===== src/rtl/ws2812_pkg.sv =====
// ============================================================================
// Module : ws2812_pkg
// Shared state encoding, 12 MHz default timing and bit-timing helper for the
// WS2812 stream driver.
// Rev    : 1.0  initial release
// ============================================================================
`default_nettype none

package ws2812_pkg;

  typedef enum logic [1:0] {
    IDLE  = 2'd0,
    FIRST = 2'd1,
    SHIFT = 2'd2,
    LATCH = 2'd3
  } state_t;

  localparam int DEF_NUM_LEDS = 64;
  localparam int DEF_BPP      = 24;
  localparam int DEF_TBIT_CYC = 15;
  localparam int DEF_T0H_CYC  = 5;
  localparam int DEF_T1H_CYC  = 10;
  localparam int DEF_TRST_CYC = 3600;

  function automatic int bit_high_cyc(input logic bit_val, input int t0h, input int t1h);
    return bit_val ? t1h : t0h;
  endfunction

endpackage

`default_nettype wire


===== src/rtl/ws2812_bit_timer.sv =====
// ============================================================================
// Module : ws2812_bit_timer
// Generates the high/low waveform of one WS2812 bit period and flags its
// final cycle so the parent can chain the next bit without a gap.
// Rev    : 1.0  initial release
// ============================================================================
`default_nettype none

module ws2812_bit_timer
  import ws2812_pkg::*;
#(
  parameter int TBIT_CYC = DEF_TBIT_CYC,
  parameter int T0H_CYC  = DEF_T0H_CYC,
  parameter int T1H_CYC  = DEF_T1H_CYC
) (
  input  logic clk,
  input  logic rst_n,
  input  logic start_i,
  input  logic bit_val_i,
  output logic line_o,
  output logic last_cycle_o
);

  localparam int              CW       = (TBIT_CYC > 1) ? $clog2(TBIT_CYC) : 1;
  localparam logic [CW-1:0]   LAST_CNT = CW'(TBIT_CYC - 1);

  logic [CW-1:0] cnt_q, cnt_d;
  logic          run_q, run_d;
  logic          val_q, val_d;
  logic          line_q, line_d;

  always_comb begin
    cnt_d  = cnt_q;
    run_d  = run_q;
    val_d  = val_q;
    line_d = line_q;
    if (start_i) begin
      cnt_d  = '0;
      val_d  = bit_val_i;
      run_d  = 1'b1;
      line_d = 1'b1;
    end else if (run_q) begin
      if (cnt_q == LAST_CNT) begin
        cnt_d  = '0;
        run_d  = 1'b0;
        line_d = 1'b0;
      end else begin
        cnt_d  = cnt_q + 1'b1;
        // Level for the upcoming cycle, so the line stays a pure register.
        line_d = ((int'(cnt_q) + 1) < bit_high_cyc(val_q, T0H_CYC, T1H_CYC));
      end
    end
  end

  always_ff @(posedge clk or negedge rst_n) begin
    if (!rst_n) begin
      cnt_q  <= '0;
      run_q  <= 1'b0;
      val_q  <= 1'b0;
      line_q <= 1'b0;
    end else begin
      cnt_q  <= cnt_d;
      run_q  <= run_d;
      val_q  <= val_d;
      line_q <= line_d;
    end
  end

  assign line_o       = line_q;
  assign last_cycle_o = run_q && (cnt_q == LAST_CNT);

endmodule

`default_nettype wire


===== src/rtl/ws2812_stream_driver.sv =====
// ============================================================================
// Module : ws2812_stream_driver
// Streams pixels from a valid/ready interface onto a WS2812 data line with a
// one-entry prefetch buffer, end-of-frame latch gap and sticky underrun flag.
// Rev    : 1.0  initial release
// ============================================================================
`default_nettype none

module ws2812_stream_driver
  import ws2812_pkg::*;
#(
  parameter int NUM_LEDS = DEF_NUM_LEDS,
  parameter int BPP      = DEF_BPP,
  parameter int TBIT_CYC = DEF_TBIT_CYC,
  parameter int T0H_CYC  = DEF_T0H_CYC,
  parameter int T1H_CYC  = DEF_T1H_CYC,
  parameter int TRST_CYC = DEF_TRST_CYC
) (
  input  logic           clk,
  input  logic           rst_n,
  input  logic           frame_start_i,
  input  logic [BPP-1:0] pixel_data_i,
  input  logic           pixel_valid_i,
  output logic           pixel_ready_o,
  output logic           busy_o,
  output logic           frame_done_o,
  output logic           underrun_o,
  output logic           dout_o
);

  localparam int MAX_CYC = (TBIT_CYC > TRST_CYC) ? TBIT_CYC : TRST_CYC;
  localparam int CW      = $clog2(MAX_CYC);
  localparam int BW      = $clog2(BPP);
  localparam int PW      = $clog2(NUM_LEDS + 1);

  localparam logic [BW-1:0] LAST_BIT  = BW'(BPP - 1);
  localparam logic [PW-1:0] NUM_PIX   = PW'(NUM_LEDS);
  localparam logic [CW-1:0] LAT_LAST  = CW'(TRST_CYC - 1);
  localparam logic [CW-1:0] LAT_PULSE = CW'(TRST_CYC - 2);

  if (!(BPP == 24 || BPP == 32)) begin : g_bad_bpp
    $error("ws2812_stream_driver: BPP must be 24 or 32");
  end
  if (!(T0H_CYC >= 1 && T0H_CYC < T1H_CYC && T1H_CYC < TBIT_CYC && TRST_CYC >= 2 && NUM_LEDS >= 1))
  begin : g_bad_timing
    $error("ws2812_stream_driver: illegal timing or size parameters");
  end

  state_t         state_q, state_d;
  logic [BPP-1:0] shift_q, shift_d;
  logic [BPP-1:0] buf_q, buf_d;
  logic           buf_full_q, buf_full_d;
  logic [BW-1:0]  bit_cnt_q, bit_cnt_d;
  logic [PW-1:0]  pix_cnt_q, pix_cnt_d;
  logic [CW-1:0]  lat_cnt_q, lat_cnt_d;
  logic           ready_q, ready_d;
  logic           busy_q, busy_d;
  logic           done_q, done_d;
  logic           underrun_q, underrun_d;

  logic w_hs;
  logic w_start;
  logic w_bit_val;
  logic w_last;
  logic w_line;

  assign w_hs = pixel_valid_i && ready_q;

  always_comb begin
    state_d    = state_q;
    shift_d    = shift_q;
    buf_d      = buf_q;
    buf_full_d = buf_full_q;
    bit_cnt_d  = bit_cnt_q;
    pix_cnt_d  = pix_cnt_q;
    lat_cnt_d  = lat_cnt_q;
    busy_d     = busy_q;
    done_d     = 1'b0;
    underrun_d = underrun_q;
    w_start    = 1'b0;
    w_bit_val  = shift_q[BPP-1];

    unique case (state_q)
      IDLE: begin
        if (frame_start_i) begin
          state_d    = FIRST;
          busy_d     = 1'b1;
          underrun_d = 1'b0;
          pix_cnt_d  = '0;
          buf_full_d = 1'b0;
        end
      end
      FIRST: begin
        if (w_hs) begin
          shift_d   = pixel_data_i;
          bit_cnt_d = '0;
          pix_cnt_d = pix_cnt_q + 1'b1;
          w_start   = 1'b1;
          w_bit_val = pixel_data_i[BPP-1];
          state_d   = SHIFT;
        end
      end
      SHIFT: begin
        if (w_hs) begin
          buf_d      = pixel_data_i;
          buf_full_d = 1'b1;
        end
        if (w_last) begin
          if (bit_cnt_q != LAST_BIT) begin
            shift_d   = {shift_q[BPP-2:0], 1'b0};
            bit_cnt_d = bit_cnt_q + 1'b1;
            w_start   = 1'b1;
            w_bit_val = shift_q[BPP-2];
          end else if (pix_cnt_q == NUM_PIX) begin
            state_d   = LATCH;
            lat_cnt_d = '0;
          end else if (buf_full_q) begin
            shift_d    = buf_q;
            buf_full_d = 1'b0;
            bit_cnt_d  = '0;
            pix_cnt_d  = pix_cnt_q + 1'b1;
            w_start    = 1'b1;
            w_bit_val  = buf_q[BPP-1];
          end else if (w_hs) begin
            // Pixel arrived exactly at the boundary: skip the buffer.
            shift_d    = pixel_data_i;
            buf_full_d = 1'b0;
            bit_cnt_d  = '0;
            pix_cnt_d  = pix_cnt_q + 1'b1;
            w_start    = 1'b1;
            w_bit_val  = pixel_data_i[BPP-1];
          end else begin
            underrun_d = 1'b1;
            state_d    = LATCH;
            lat_cnt_d  = '0;
          end
        end
      end
      LATCH: begin
        lat_cnt_d = lat_cnt_q + 1'b1;
        if (lat_cnt_q == LAT_PULSE) begin
          done_d = 1'b1;
        end
        if (lat_cnt_q == LAT_LAST) begin
          state_d   = IDLE;
          busy_d    = 1'b0;
          lat_cnt_d = '0;
        end
      end
      default: state_d = IDLE;
    endcase

    ready_d = (state_d == FIRST) ||
              ((state_d == SHIFT) && !buf_full_d && (pix_cnt_d < NUM_PIX));
  end

  always_ff @(posedge clk or negedge rst_n) begin
    if (!rst_n) begin
      state_q    <= IDLE;
      shift_q    <= '0;
      buf_q      <= '0;
      buf_full_q <= 1'b0;
      bit_cnt_q  <= '0;
      pix_cnt_q  <= '0;
      lat_cnt_q  <= '0;
      ready_q    <= 1'b0;
      busy_q     <= 1'b0;
      done_q     <= 1'b0;
      underrun_q <= 1'b0;
    end else begin
      state_q    <= state_d;
      shift_q    <= shift_d;
      buf_q      <= buf_d;
      buf_full_q <= buf_full_d;
      bit_cnt_q  <= bit_cnt_d;
      pix_cnt_q  <= pix_cnt_d;
      lat_cnt_q  <= lat_cnt_d;
      ready_q    <= ready_d;
      busy_q     <= busy_d;
      done_q     <= done_d;
      underrun_q <= underrun_d;
    end
  end

  ws2812_bit_timer #(
    .TBIT_CYC (TBIT_CYC),
    .T0H_CYC  (T0H_CYC),
    .T1H_CYC  (T1H_CYC)
  ) u_bit_timer (
    .clk          (clk),
    .rst_n        (rst_n),
    .start_i      (w_start),
    .bit_val_i    (w_bit_val),
    .line_o       (w_line),
    .last_cycle_o (w_last)
  );

  assign pixel_ready_o = ready_q;
  assign busy_o        = busy_q;
  assign frame_done_o  = done_q;
  assign underrun_o    = underrun_q;
  assign dout_o        = w_line;

endmodule

`default_nettype wire

===== config.mk =====
export PLATFORM = sky130hd
export DESIGN_NAME = ws2812_stream_driver
export DESIGN_NICKNAME = d
export VERILOG_FILES = /design/src/rtl/ws2812_pkg.sv /design/src/rtl/ws2812_bit_timer.sv /design/src/rtl/ws2812_stream_driver.sv
export SDC_FILE = /design/constraint.sdc
export NUM_CORES = 1
export LEC_CHECK = 0
export BUFFER_PORTS_ARGS = -buffer_cell sky130_fd_sc_hd__buf_2
export CORE_ASPECT_RATIO = 0.8
export CORE_UTILIZATION = 37
export DETAILED_ROUTE_END_ITERATION = 16
export PLACE_DENSITY = 0.58
export SYNTH_ARGS = -nofsm -noshare
export SYNTH_HDL_FRONTEND = slang
export SYNTH_SLANG_ARGS = --single-unit

===== constraint.sdc =====
create_clock -name clk -period 6.1 [get_ports clk]
set_clock_uncertainty 0.05 [all_clocks]
set_input_delay 1.22 -clock clk [delete_from_list [all_inputs] [get_ports clk]]
set_output_delay 1.22 -clock clk [all_outputs]
set_load 0.1 [all_outputs]

==> impl_metrics.xml, run 1 <==
<?xml version="1.0" encoding="UTF-8"?>
<metrics>
  <group name="power">
    <metric name="clockPowerShare" unit="%">48.5</metric>
    <metric name="p_sw" unit="mW">0.260</metric>
    <metric name="seq_power_share" unit="%">49.4</metric>
    <metric name="total_leakage_power" unit="nW">2.38</metric>
    <metric name="switching_share" unit="%">22.5</metric>
    <metric name="max-vdd-ir-drop" unit="µV">133</metric>
    <metric name="power.density" unit="nW/µm²">216</metric>
    <metric name="combPwrFrac" unit="%">2.2</metric>
    <metric name="internal_power" unit="mW">0.895</metric>
  </group>
  <group name="synth">
    <metric name="synth.net_count" unit="">527</metric>
    <metric name="ys_ff_latch" unit="">86</metric>
    <metric name="synth_edf_count" unit="">0</metric>
    <metric name="synth_most_common_cell" unit="">sky130_fd_sc_hd__dfrtp_1</metric>
    <metric name="synth_cell_types" unit="">71</metric>
    <metric name="synth.largest_area_cell" unit="">sky130_fd_sc_hd__dfrtp_1</metric>
    <metric name="average_size_of_a_mapped_cell" unit="µm²">9.88</metric>
    <metric name="syn-cell-area" unit="µm²">4780</metric>
    <metric name="synthTopCellsByArea" unit="">sky130_fd_sc_hd__dfrtp_1, sky130_fd_sc_hd__mux2_2, sky130_fd_sc_hd__nand2_1, sky130_fd_sc_hd__ha_1, sky130_fd_sc_hd__a222oi_1</metric>
    <metric name="synth_common_cells" unit="">sky130_fd_sc_hd__dfrtp_1, sky130_fd_sc_hd__nand2_1, sky130_fd_sc_hd__nor2_1</metric>
    <metric name="synth.top_cell.area_share" unit="%">45.0</metric>
    <metric name="ys.warnings.count" unit="">0</metric>
    <metric name="synth-async-reset-ratio" unit="%">100</metric>
    <metric name="synth_sequential_area_ratio" unit="%">45.0</metric>
    <metric name="synthCells" unit="">484</metric>
    <metric name="synth_ff_type" unit="">sky130_fd_sc_hd__dfrtp_1</metric>
  </group>
  <group name="timing">
    <metric name="hold_viol_final" unit="">0</metric>
    <metric name="rsz0062_at_grt" unit="">no</metric>
    <metric name="clock.fmax" unit="MHz">294</metric>
    <metric name="timing.setup.tns" unit="ns">0</metric>
    <metric name="setup_ws" unit="ns">2.70</metric>
    <metric name="slew_headroom" unit="%">19.3</metric>
    <metric name="setup_viol" unit="">0</metric>
    <metric name="final.min_clock_period" unit="ns">3.40</metric>
    <metric name="total_count_of_max_transition_violations_in_the_final_report" unit="">0</metric>
    <metric name="worst_pin_slew" unit="ns">1.21</metric>
    <metric name="finalCritPeriodShare" unit="%">55.7</metric>
  </group>
  <group name="run">
    <metric name="maxCapViolCount" unit="">0</metric>
  </group>
  <group name="die">
    <metric name="die_height" unit="µm">104</metric>
    <metric name="die_w" unit="µm">129</metric>
    <metric name="effective_utilization_at_floorplan" unit="%">38.6</metric>
    <metric name="rows" unit="">36</metric>
    <metric name="floorplan.io_pins" unit="">33</metric>
    <metric name="floorplan.core_area" unit="µm²">12400</metric>
    <metric name="floorplan.die_area" unit="µm²">13400</metric>
  </group>
  <group name="cts">
    <metric name="post_cts_buffers" unit="">0</metric>
    <metric name="htree_num_levels" unit="">3</metric>
    <metric name="cts_repair_resize_count" unit="">0</metric>
    <metric name="holdBufCountCts" unit="">0</metric>
    <metric name="clock_pin_slew_on_the_worst_setup_and_hold_paths" unit="ns">0.06</metric>
    <metric name="cts.sinks" unit="">86</metric>
    <metric name="cts.root.buffer_cell" unit="">sky130_fd_sc_hd__clkbuf_16</metric>
    <metric name="cts_tree" unit="">built</metric>
    <metric name="max-clock-path-buffers" unit="">2</metric>
    <metric name="number_of_buffers_inserted_during_clock_tree_synthesis" unit="">9</metric>
    <metric name="worstSkewPairLatency" unit="ns">0.34</metric>
  </group>
  <group name="global_routing">
    <metric name="layer_carrying_the_most_global_route_usage" unit="">met1</metric>
    <metric name="globalRouteMet1Util" unit="%">28.3</metric>
    <metric name="grt_first_pass_wirelength" unit="µm">19700</metric>
    <metric name="antenna_violations_before_repair" unit="">0</metric>
    <metric name="global_route.usage.met3" unit="%">4.29</metric>
    <metric name="met2_track_usage_gr" unit="%">25.9</metric>
    <metric name="number_of_global_route_vias_before_repair" unit="">3812</metric>
    <metric name="overflow" unit="">0</metric>
    <metric name="grt_max_degree" unit="">49</metric>
    <metric name="grt_use_total" unit="%">18.6</metric>
  </group>
  <group name="route">
    <metric name="dr.first_iter.drc_count" unit="">349</metric>
    <metric name="finalWirelength" unit="µm">11400</metric>
    <metric name="routed_wire_length_per_instance" unit="µm">16.7</metric>
    <metric name="num_vias" unit="">3856</metric>
    <metric name="antenna_left" unit="">0</metric>
    <metric name="remaining_drc_errors" unit="">0</metric>
    <metric name="drt_pre_antenna_iters" unit="">6</metric>
    <metric name="route.detailed.vias_per_inst" unit="">5.67</metric>
  </group>
  <group name="critical_path">
    <metric name="worst-setup-path-type" unit="">reg2reg</metric>
    <metric name="cp_data_required_time" unit="ns">6.31</metric>
    <metric name="start_kind" unit="">flip-flop</metric>
    <metric name="worst_ep_arrival" unit="ns">3.61</metric>
    <metric name="setup.worst_path.end_class" unit="">flip-flop</metric>
    <metric name="path_max_fanout" unit="">29</metric>
  </group>
  <group name="cells_and_area">
    <metric name="layout.area.seq" unit="µm²">2150</metric>
    <metric name="post_route_cells_drive_above_1_share" unit="%">19.8</metric>
    <metric name="multi_input_comb_area" unit="µm²">2420</metric>
    <metric name="areaGrowthSynthToFinish" unit="%">11.9</metric>
    <metric name="antenna_cells" unit="">0</metric>
    <metric name="filler_cell_count" unit="">1212</metric>
    <metric name="number_of_nets_at_the_end_of_the_flow" unit="">547</metric>
  </group>
  <group name="run_status">
    <metric name="outcome" unit="">complete, no violations</metric>
  </group>
  <group name="place">
    <metric name="dp_hpwl" unit="µm">7560</metric>
    <metric name="dp_slack" unit="ns">2.56</metric>
    <metric name="portBuffers" unit="">32</metric>
    <metric name="globalplace.congestion" unit="">0.844</metric>
  </group>
  <group name="min_path">
    <metric name="hold_wc_path_type" unit="">reg2reg</metric>
  </group>
</metrics>
==> per-stage QoR <==
step	total power [mW]	hold slack, ns	util [%]	cell area, µm²	instances
floorplan	0.582	0.400	-	4780	484
global placement	0.607	0.417	40.8	5050	664
detailed placement	0.607	0.430	40.8	5050	664
CTS	1.17	0.444	43.2	5350	680
global route	1.20	0.459	43.2	5350	680
finish	1.15	0.443	43.2	5350	680
==> critical path, stage by stage, from the launching register on <==
cell and delay [ns]:
sky130_fd_sc_hd__dfrtp_1 0.47, sky130_fd_sc_hd__inv_1 0.10, sky130_fd_sc_hd__ha_1 0.46, sky130_fd_sc_hd__inv_1 0.46, sky130_fd_sc_hd__nor2_2 0.07, sky130_fd_sc_hd__buf_4 0.25
sky130_fd_sc_hd__nor3b_2 0.96, sky130_fd_sc_hd__a222oi_1 0.28, sky130_fd_sc_hd__o21ai_1 0.20
==> state kept, by name, summed over array words and instances, names as in the netlist, 2 cells and up <==
signal / cells
shift_q: 24
u_bit_timer.cnt_q: 4
state_q: 2
lat_cnt_q: 12
pix_cnt_q: 7
buf_q: 24
bit_cnt_q: 5
==> per-layer routing <==
layer / vias up / wire length, µm
met4: 0 / 161
met5: - / 0
met3: 13 / 479
met2: 87 / 4950
li1: 1851 / -
met1: 1905 / 5770
==> kinds of logic after synthesis <==
family	count (synthesis)	share of synthesized area [%]
fa+ha+maj	15	3.93
compound gates	148	22.2
mux	28	6.52
simple gates	159	17.3
buf+inv	45	4.48
flops	86	45.0
xor+xnor	3	0.550
==> layout by cell type (no fill, tap or decap), drive strengths merged, types with 3 or more instances in the layout <==
master,instances
a21boi,3
a21o,6
a21oi,16
a222oi,15
a22o,3
a311oi,6
a31oi,6
and2,4
buf,37
clkbuf,9
clkinv,3
clkinvlp,3
dfrtp,86
ha,15
inv,17
mux2,25
mux2i,3
nand2,56
nand2b,5
nand3,27
nand4,5
nor2,28
nor2b,4
nor3,7
nor4,3
o211ai,4
o21ai,51
o31a,3
o31ai,16
or3,3
==> path summary, 6_finish.rpt <==
kind / cells past startpoint / to / slack [ns] / from
worst max-delay path: 8 / shift_q[4] / 2.70 / state_q[0]
worst min-delay path: 2 / shift_q[16] / 0.44 / shift_q[16]
worst max register to register: 8 / shift_q[4] / 2.70 / state_q[0]
worst min register to register: 2 / shift_q[16] / 0.44 / shift_q[16]
max in group asynchronous: 2 / shift_q[21] / 4.19 / rst_n
min in group asynchronous: 1 / buf_q[6] / 0.79 / rst_n
==> area by class of cell <==
type,instances,area share (%)
Inverter,17,1.19
Clock buffer,9,4.21
Sequential cell,86,40.2
Timing Repair Buffer,37,3.74
Multi-Input combinational cell,353,45.2
Tap cell,171,4.00
Clock inverter,7,1.40
==> power by group through the flow <==
| stage | clock network [mW] | logic, mW | registers [mW] |
|---|---|---|---|
| after floorplan | 0 | 0.00141 | 0.581 |
| after global placement | 0 | 0.0264 | 0.581 |
| after detailed placement | 0 | 0.0263 | 0.581 |
| after CTS | 0.570 | 0.0264 | 0.570 |
| after global routing | 0.597 | 0.0291 | 0.570 |
| final | 0.560 | 0.0253 | 0.570 |
Power figures use the tool's default switching activity.
==> run 2, diff against run 1 <==
- PLACE_DENSITY: 0.58 -> 0.6
- clock period: 6.1 -> 3.07 ns (I/O delays scaled with it)
==> run 2 against run 1 <==
Count of clock-buffer cells in the layout did not move. Sequential share of layout area is 0.55 points lower. Core utilization rose by 0.60 points. First-iteration DRC count grew 16%. Wire length is 1.7% higher. Worst setup slack got worse by 2.3 ns. Hold slack lost 0.20 ns. Combinational power increased by 110%. Sequential power rose by 98%. Power up 98%. Flip-flop and latch count stayed put. Register-to-register slack got worse by 2.3 ns. Critical path type unchanged.
==> impl_metrics.xml, run 2 (synthesis gave the netlist of run 1 again) <==
<?xml version="1.0" encoding="UTF-8"?>
<metrics>
  <group name="route">
    <metric name="route.detailed.vias_per_inst" unit="">5.74</metric>
    <metric name="finalWirelength" unit="µm">11600</metric>
    <metric name="drt_pre_antenna_iters" unit="">7</metric>
    <metric name="routed_wire_length_per_instance" unit="µm">16.8</metric>
    <metric name="remaining_drc_errors" unit="">0</metric>
    <metric name="antenna_left" unit="">0</metric>
    <metric name="dr.first_iter.drc_count" unit="">404</metric>
    <metric name="num_vias" unit="">3963</metric>
  </group>
  <group name="min_path">
    <metric name="hold_wc_path_type" unit="">in2async</metric>
  </group>
  <group name="die">
    <metric name="die_height" unit="µm">104</metric>
    <metric name="effective_utilization_at_floorplan" unit="%">38.6</metric>
    <metric name="rows" unit="">36</metric>
    <metric name="floorplan.io_pins" unit="">33</metric>
    <metric name="die_w" unit="µm">129</metric>
    <metric name="floorplan.die_area" unit="µm²">13400</metric>
    <metric name="floorplan.core_area" unit="µm²">12400</metric>
  </group>
  <group name="cts">
    <metric name="number_of_buffers_inserted_during_clock_tree_synthesis" unit="">9</metric>
    <metric name="clock_pin_slew_on_the_worst_setup_and_hold_paths" unit="ns">0.07</metric>
    <metric name="max-clock-path-buffers" unit="">2</metric>
    <metric name="cts.root.buffer_cell" unit="">sky130_fd_sc_hd__clkbuf_16</metric>
    <metric name="cts_repair_resize_count" unit="">0</metric>
    <metric name="cts_tree" unit="">built</metric>
    <metric name="worstSkewPairLatency" unit="ns">0.34</metric>
    <metric name="holdBufCountCts" unit="">0</metric>
    <metric name="post_cts_buffers" unit="">0</metric>
    <metric name="cts.sinks" unit="">86</metric>
    <metric name="htree_num_levels" unit="">3</metric>
  </group>
  <group name="global_routing">
    <metric name="layer_carrying_the_most_global_route_usage" unit="">met2</metric>
    <metric name="grt_max_degree" unit="">50</metric>
    <metric name="number_of_global_route_vias_before_repair" unit="">3842</metric>
    <metric name="global_route.usage.met3" unit="%">3.87</metric>
    <metric name="antenna_violations_before_repair" unit="">0</metric>
    <metric name="grt_first_pass_wirelength" unit="µm">19900</metric>
    <metric name="globalRouteMet1Util" unit="%">27.1</metric>
    <metric name="grt_use_total" unit="%">18.7</metric>
    <metric name="met2_track_usage_gr" unit="%">27.9</metric>
    <metric name="overflow" unit="">0</metric>
  </group>
  <group name="run">
    <metric name="maxCapViolCount" unit="">0</metric>
  </group>
  <group name="critical_path">
    <metric name="worst-setup-path-type" unit="">reg2reg</metric>
    <metric name="start_kind" unit="">flip-flop</metric>
    <metric name="cp_data_required_time" unit="ns">3.28</metric>
    <metric name="path_max_fanout" unit="">13</metric>
    <metric name="worst_setup_path_startpoint" unit="">bit_cnt_q[0]</metric>
    <metric name="r2r_startpoint" unit="">bit_cnt_q[0]</metric>
    <metric name="setup.worst_path.end_class" unit="">flip-flop</metric>
    <metric name="worst_ep_arrival" unit="ns">2.92</metric>
  </group>
  <group name="place">
    <metric name="globalplace.congestion" unit="">0.853</metric>
    <metric name="portBuffers" unit="">32</metric>
    <metric name="dp_hpwl" unit="µm">7920</metric>
  </group>
  <group name="power">
    <metric name="max-vdd-ir-drop" unit="µV">237</metric>
    <metric name="report.power.total" unit="mW">2.29</metric>
    <metric name="total_leakage_power" unit="nW">2.44</metric>
    <metric name="power.density" unit="nW/µm²">421</metric>
  </group>
  <group name="cells_and_area">
    <metric name="post_route_cells_drive_above_1_share" unit="%">21.4</metric>
    <metric name="areaGrowthSynthToFinish" unit="%">13.5</metric>
    <metric name="number_of_nets_at_the_end_of_the_flow" unit="">557</metric>
    <metric name="largestRegisters" unit="">buf_q: 24 flops, shift_q: 24 flops, lat_cnt_q: 12 flops</metric>
    <metric name="antenna_cells" unit="">0</metric>
    <metric name="layout_commonest_cell" unit="">sky130_fd_sc_hd__dfrtp_1</metric>
    <metric name="layout_common_cells" unit="">sky130_fd_sc_hd__dfrtp_1, sky130_fd_sc_hd__nand2_1, sky130_fd_sc_hd__buf_2</metric>
  </group>
  <group name="timing">
    <metric name="clock.fmax" unit="MHz">369</metric>
    <metric name="setup_viol" unit="">0</metric>
    <metric name="total_count_of_max_transition_violations_in_the_final_report" unit="">0</metric>
    <metric name="worst_pin_slew" unit="ns">1.14</metric>
    <metric name="hold_viol_final" unit="">0</metric>
    <metric name="hold-worst-slack" unit="ns">0.239</metric>
    <metric name="timing.setup.tns" unit="ns">0</metric>
    <metric name="slew_headroom" unit="%">23.5</metric>
    <metric name="finalCritPeriodShare" unit="%">88.3</metric>
    <metric name="rsz0062_at_grt" unit="">no</metric>
    <metric name="final.min_clock_period" unit="ns">2.71</metric>
  </group>
  <group name="run_status">
    <metric name="outcome" unit="">complete, no violations</metric>
  </group>
</metrics>
[run 2: cell types whose count changed in the layout (fill, tap and decap cells not counted)]
cell and delta:
sky130_fd_sc_hd__clkinvlp_4 -2, sky130_fd_sc_hd__inv_6 +1, sky130_fd_sc_hd__clkinv_2 +1, sky130_fd_sc_hd__buf_4 +10
[run 2: critical path: stages (launching register included)]
cell and delay, ns:
sky130_fd_sc_hd__dfrtp_1 0.40, sky130_fd_sc_hd__ha_1 0.29, sky130_fd_sc_hd__and4b_1 0.43, sky130_fd_sc_hd__a31oi_1 0.18
sky130_fd_sc_hd__o211ai_1 0.81, sky130_fd_sc_hd__buf_4 0.32, sky130_fd_sc_hd__nand2_1 0.08, sky130_fd_sc_hd__o21ai_1 0.07
[run 2: area by class of cell]
class | count | area (µm²)
Sequential cell | 86 | 2150
Fill cell | 1190 | 6960
Clock buffer | 9 | 225
Clock inverter | 7 | 73.8
Timing Repair Buffer | 47 | 275
Inverter | 17 | 63.8
Multi-Input combinational cell | 353 | 2420
Tap cell | 171 | 214
[run 2: layer usage]
metal | vias to the layer above | wire, µm
li1 | 1868 | -
met1 | 1980 | 5750
met3 | 10 | 541
met4 | 0 | 95
met5 | - | 0
met2 | 105 | 5180
[run 2: worst paths after layout]
| check | to | cells past startpoint | slack, ns |
|---|---|---|---|
| worst max-delay path | shift_q[18] | 7 | 0.36 |
| worst min-delay path | buf_q[6] | 1 | 0.24 |
| worst max register to register | shift_q[18] | 7 | 0.36 |
| worst min register to register | buf_q[22] | 2 | 0.44 |
| max in group asynchronous | u_bit_timer.line_o | 2 | 2.03 |
| min in group clk | buf_q[22] | 2 | 0.44 |
[run 2: stage by stage]
step	setup WS (ns)	cells	instance area (µm²)	util (%)
3_5_place_dp	0.368	674	5120	41.4
4_1_cts	0.374	690	5420	43.8
2_1_floorplan	0.681	484	4780	-
3_3_place_gp	0.486	674	5120	41.4
5_1_grt	0.0780	690	5420	43.8
6_report	0.359	690	5420	43.8
[run 2: report_power, final]
part           switching (mW)  total [mW]  internal (mW)
logic                  0.0371      0.0531         0.0160
registers                   0        1.13           1.13
clock network           0.466        1.10          0.633
==> run 3, diff against run 2 <==
- BUFFER_PORTS_ARGS: -buffer_cell sky130_fd_sc_hd__buf_2 -> -buffer_cell sky130_fd_sc_hd__clkbuf_2
==> run 3 against run 2 <==
Core utilization increased by 0.42 points. Worst setup slack got worse by 0.030 ns. Critical endpoint is now shift_q[19]. Sequential power about the same. Highest routed layer unchanged. Critical path type unchanged. Wire length decreased by 4.1%. Power increased by 7.6%.
==> impl_metrics.xml, run 3 (synthesis gave the netlist of run 1 again) <==
<?xml version="1.0" encoding="UTF-8"?>
<metrics>
  <group name="route">
    <metric name="routed_wire_length_per_instance" unit="µm">16.1</metric>
    <metric name="route.detailed.vias_per_inst" unit="">5.66</metric>
    <metric name="antenna_left" unit="">0</metric>
    <metric name="drt_pre_antenna_iters" unit="">5</metric>
    <metric name="num_vias" unit="">3892</metric>
    <metric name="remaining_drc_errors" unit="">0</metric>
    <metric name="finalWirelength" unit="µm">11100</metric>
    <metric name="dr.first_iter.drc_count" unit="">314</metric>
  </group>
  <group name="cts">
    <metric name="max-clock-path-buffers" unit="">2</metric>
    <metric name="holdBufCountCts" unit="">0</metric>
    <metric name="clock_pin_slew_on_the_worst_setup_and_hold_paths" unit="ns">0.07</metric>
    <metric name="cts.sinks" unit="">86</metric>
    <metric name="htree_num_levels" unit="">3</metric>
    <metric name="cts_tree" unit="">built</metric>
    <metric name="worstSkewPairLatency" unit="ns">0.34</metric>
    <metric name="number_of_buffers_inserted_during_clock_tree_synthesis" unit="">9</metric>
    <metric name="cts.root.buffer_cell" unit="">sky130_fd_sc_hd__clkbuf_16</metric>
    <metric name="post_cts_buffers" unit="">0</metric>
    <metric name="cts_repair_resize_count" unit="">0</metric>
  </group>
  <group name="place">
    <metric name="portBuffers" unit="">32</metric>
    <metric name="dp_hpwl" unit="µm">7460</metric>
    <metric name="globalplace.congestion" unit="">0.868</metric>
  </group>
  <group name="power">
    <metric name="internal_power" unit="mW">1.97</metric>
    <metric name="report.power.total" unit="mW">2.46</metric>
    <metric name="clockPowerShare" unit="%">51.7</metric>
    <metric name="total_leakage_power" unit="nW">2.46</metric>
    <metric name="switching_share" unit="%">20.1</metric>
    <metric name="power.density" unit="nW/µm²">449</metric>
    <metric name="p_sw" unit="mW">0.493</metric>
    <metric name="seq_power_share" unit="%">46.1</metric>
    <metric name="combPwrFrac" unit="%">2.2</metric>
    <metric name="max-vdd-ir-drop" unit="µV">351</metric>
  </group>
  <group name="die">
    <metric name="die_w" unit="µm">129</metric>
    <metric name="floorplan.io_pins" unit="">33</metric>
    <metric name="effective_utilization_at_floorplan" unit="%">38.6</metric>
    <metric name="die_height" unit="µm">104</metric>
    <metric name="rows" unit="">36</metric>
    <metric name="floorplan.die_area" unit="µm²">13400</metric>
    <metric name="floorplan.core_area" unit="µm²">12400</metric>
  </group>
  <group name="timing">
    <metric name="slew_headroom" unit="%">30.4</metric>
    <metric name="clock.fmax" unit="MHz">365</metric>
    <metric name="final.min_clock_period" unit="ns">2.74</metric>
    <metric name="setup_viol" unit="">0</metric>
    <metric name="rsz0062_at_grt" unit="">no</metric>
    <metric name="finalCritPeriodShare" unit="%">89.3</metric>
    <metric name="worst_pin_slew" unit="ns">1.04</metric>
    <metric name="timing.setup.tns" unit="ns">0</metric>
    <metric name="hold_viol_final" unit="">0</metric>
    <metric name="total_count_of_max_transition_violations_in_the_final_report" unit="">0</metric>
    <metric name="hold-worst-slack" unit="ns">0.255</metric>
  </group>
  <group name="critical_path">
    <metric name="worst_ep_arrival" unit="ns">2.95</metric>
    <metric name="worstRegToRegCells" unit="">7</metric>
    <metric name="reg2reg_slack" unit="ns">0.33</metric>
    <metric name="setup.worst_path.end_class" unit="">flip-flop</metric>
    <metric name="start_kind" unit="">flip-flop</metric>
    <metric name="cp_data_required_time" unit="ns">3.28</metric>
    <metric name="regToRegEndpoint" unit="">shift_q[19]</metric>
    <metric name="worst-setup-path-type" unit="">reg2reg</metric>
    <metric name="worst_setup_path_startpoint" unit="">bit_cnt_q[0]</metric>
    <metric name="path_max_fanout" unit="">13</metric>
    <metric name="r2r_startpoint" unit="">bit_cnt_q[0]</metric>
  </group>
  <group name="cells_and_area">
    <metric name="largestRegisters" unit="">buf_q: 24 flops, shift_q: 24 flops, lat_cnt_q: 12 flops</metric>
    <metric name="layout_common_cells" unit="">sky130_fd_sc_hd__dfrtp_1, sky130_fd_sc_hd__nand2_1, sky130_fd_sc_hd__clkbuf_2</metric>
    <metric name="antenna_cells" unit="">0</metric>
    <metric name="number_of_nets_at_the_end_of_the_flow" unit="">556</metric>
    <metric name="utilization" unit="%">44.2</metric>
    <metric name="post_route_cells_drive_above_1_share" unit="%">21.1</metric>
    <metric name="areaGrowthSynthToFinish" unit="%">14.6</metric>
    <metric name="layout_commonest_cell" unit="">sky130_fd_sc_hd__dfrtp_1</metric>
  </group>
  <group name="global_routing">
    <metric name="grt_max_degree" unit="">53</metric>
    <metric name="grt_use_total" unit="%">18.1</metric>
    <metric name="antenna_violations_before_repair" unit="">0</metric>
    <metric name="grt_first_pass_wirelength" unit="µm">19100</metric>
    <metric name="overflow" unit="">0</metric>
    <metric name="number_of_global_route_vias_before_repair" unit="">3803</metric>
  </group>
  <group name="min_path">
    <metric name="hold_wc_path_type" unit="">in2async</metric>
  </group>
  <group name="run_status">
    <metric name="outcome" unit="">complete, no violations</metric>
  </group>
  <group name="run">
    <metric name="maxCapViolCount" unit="">0</metric>
  </group>
</metrics>
## run 3: changes by cell type in the layout (fill, tap and decap cells not counted), sizes merged
cell / previous run / this run
buf: 47 / 15
inv: 18 / 17
clkinv: 4 / 2
bufinv: 1 / 3
clkbuf: 9 / 41
clkinvlp: 1 / 0
## run 3: routing by layer
layer  wire length [µm]  vias to the layer above  global-route usage, %
met3                461                        6                   4.60
li1                   -                     1868                      -
met1               5450                     1928                   25.3
met5                  0                        -                      0
met2               5100                       90                   27.4
met4                 75                        0                   5.29
## run 3: area by class of cell
cell class / count / area (µm²)
Clock buffer: 10 / 239
Multi-Input combinational cell: 353 / 2420
Timing Repair Buffer: 46 / 280
Fill cell: 1150 / 6910
Sequential cell: 86 / 2150
Tap cell: 171 / 214
Clock inverter: 5 / 108
Inverter: 17 / 63.8
## run 3: how the worst max path moves through the flow
stage,end,slack (ns),depth (start not counted)
3_3_place_gp,shift_q[17],0.50,7
3_5_place_dp,shift_q[19],0.38,7
5_1_grt,shift_q[21],0.07,7
6_report,shift_q[19],0.33,7
2_1_floorplan,u_bit_timer.val_q,0.68,5
4_1_cts,shift_q[19],0.36,7
## run 3: stage by stage
stage / cell area, µm² / std cells / worst slack, ns
2_1_floorplan: 4780 / 484 / 0.681
3_3_place_gp: 5130 / 673 / 0.500
3_5_place_dp: 5130 / 673 / 0.384
4_1_cts: 5480 / 688 / 0.364
5_1_grt: 5480 / 688 / 0.0675
6_report: 5480 / 688 / 0.329
## run 3: critical path, cell delays in order, from the launching register on
cell and delay (ns):
sky130_fd_sc_hd__dfrtp_1 0.40, sky130_fd_sc_hd__ha_1 0.28, sky130_fd_sc_hd__and4b_1 0.43, sky130_fd_sc_hd__a31oi_1 0.18, sky130_fd_sc_hd__o211ai_1 0.85, sky130_fd_sc_hd__buf_4 0.32
sky130_fd_sc_hd__nand2_1 0.06, sky130_fd_sc_hd__o21ai_1 0.07
## run 3: power groups by stage
stage	Clock, mW	Sequential, mW	Combinational, mW
floorplan	0	1.15	0.00280
global route	1.34	1.13	0.0609
global placement	0	1.15	0.0552
detailed placement	0	1.15	0.0561
CTS	1.29	1.13	0.0563
finish	1.27	1.13	0.0535
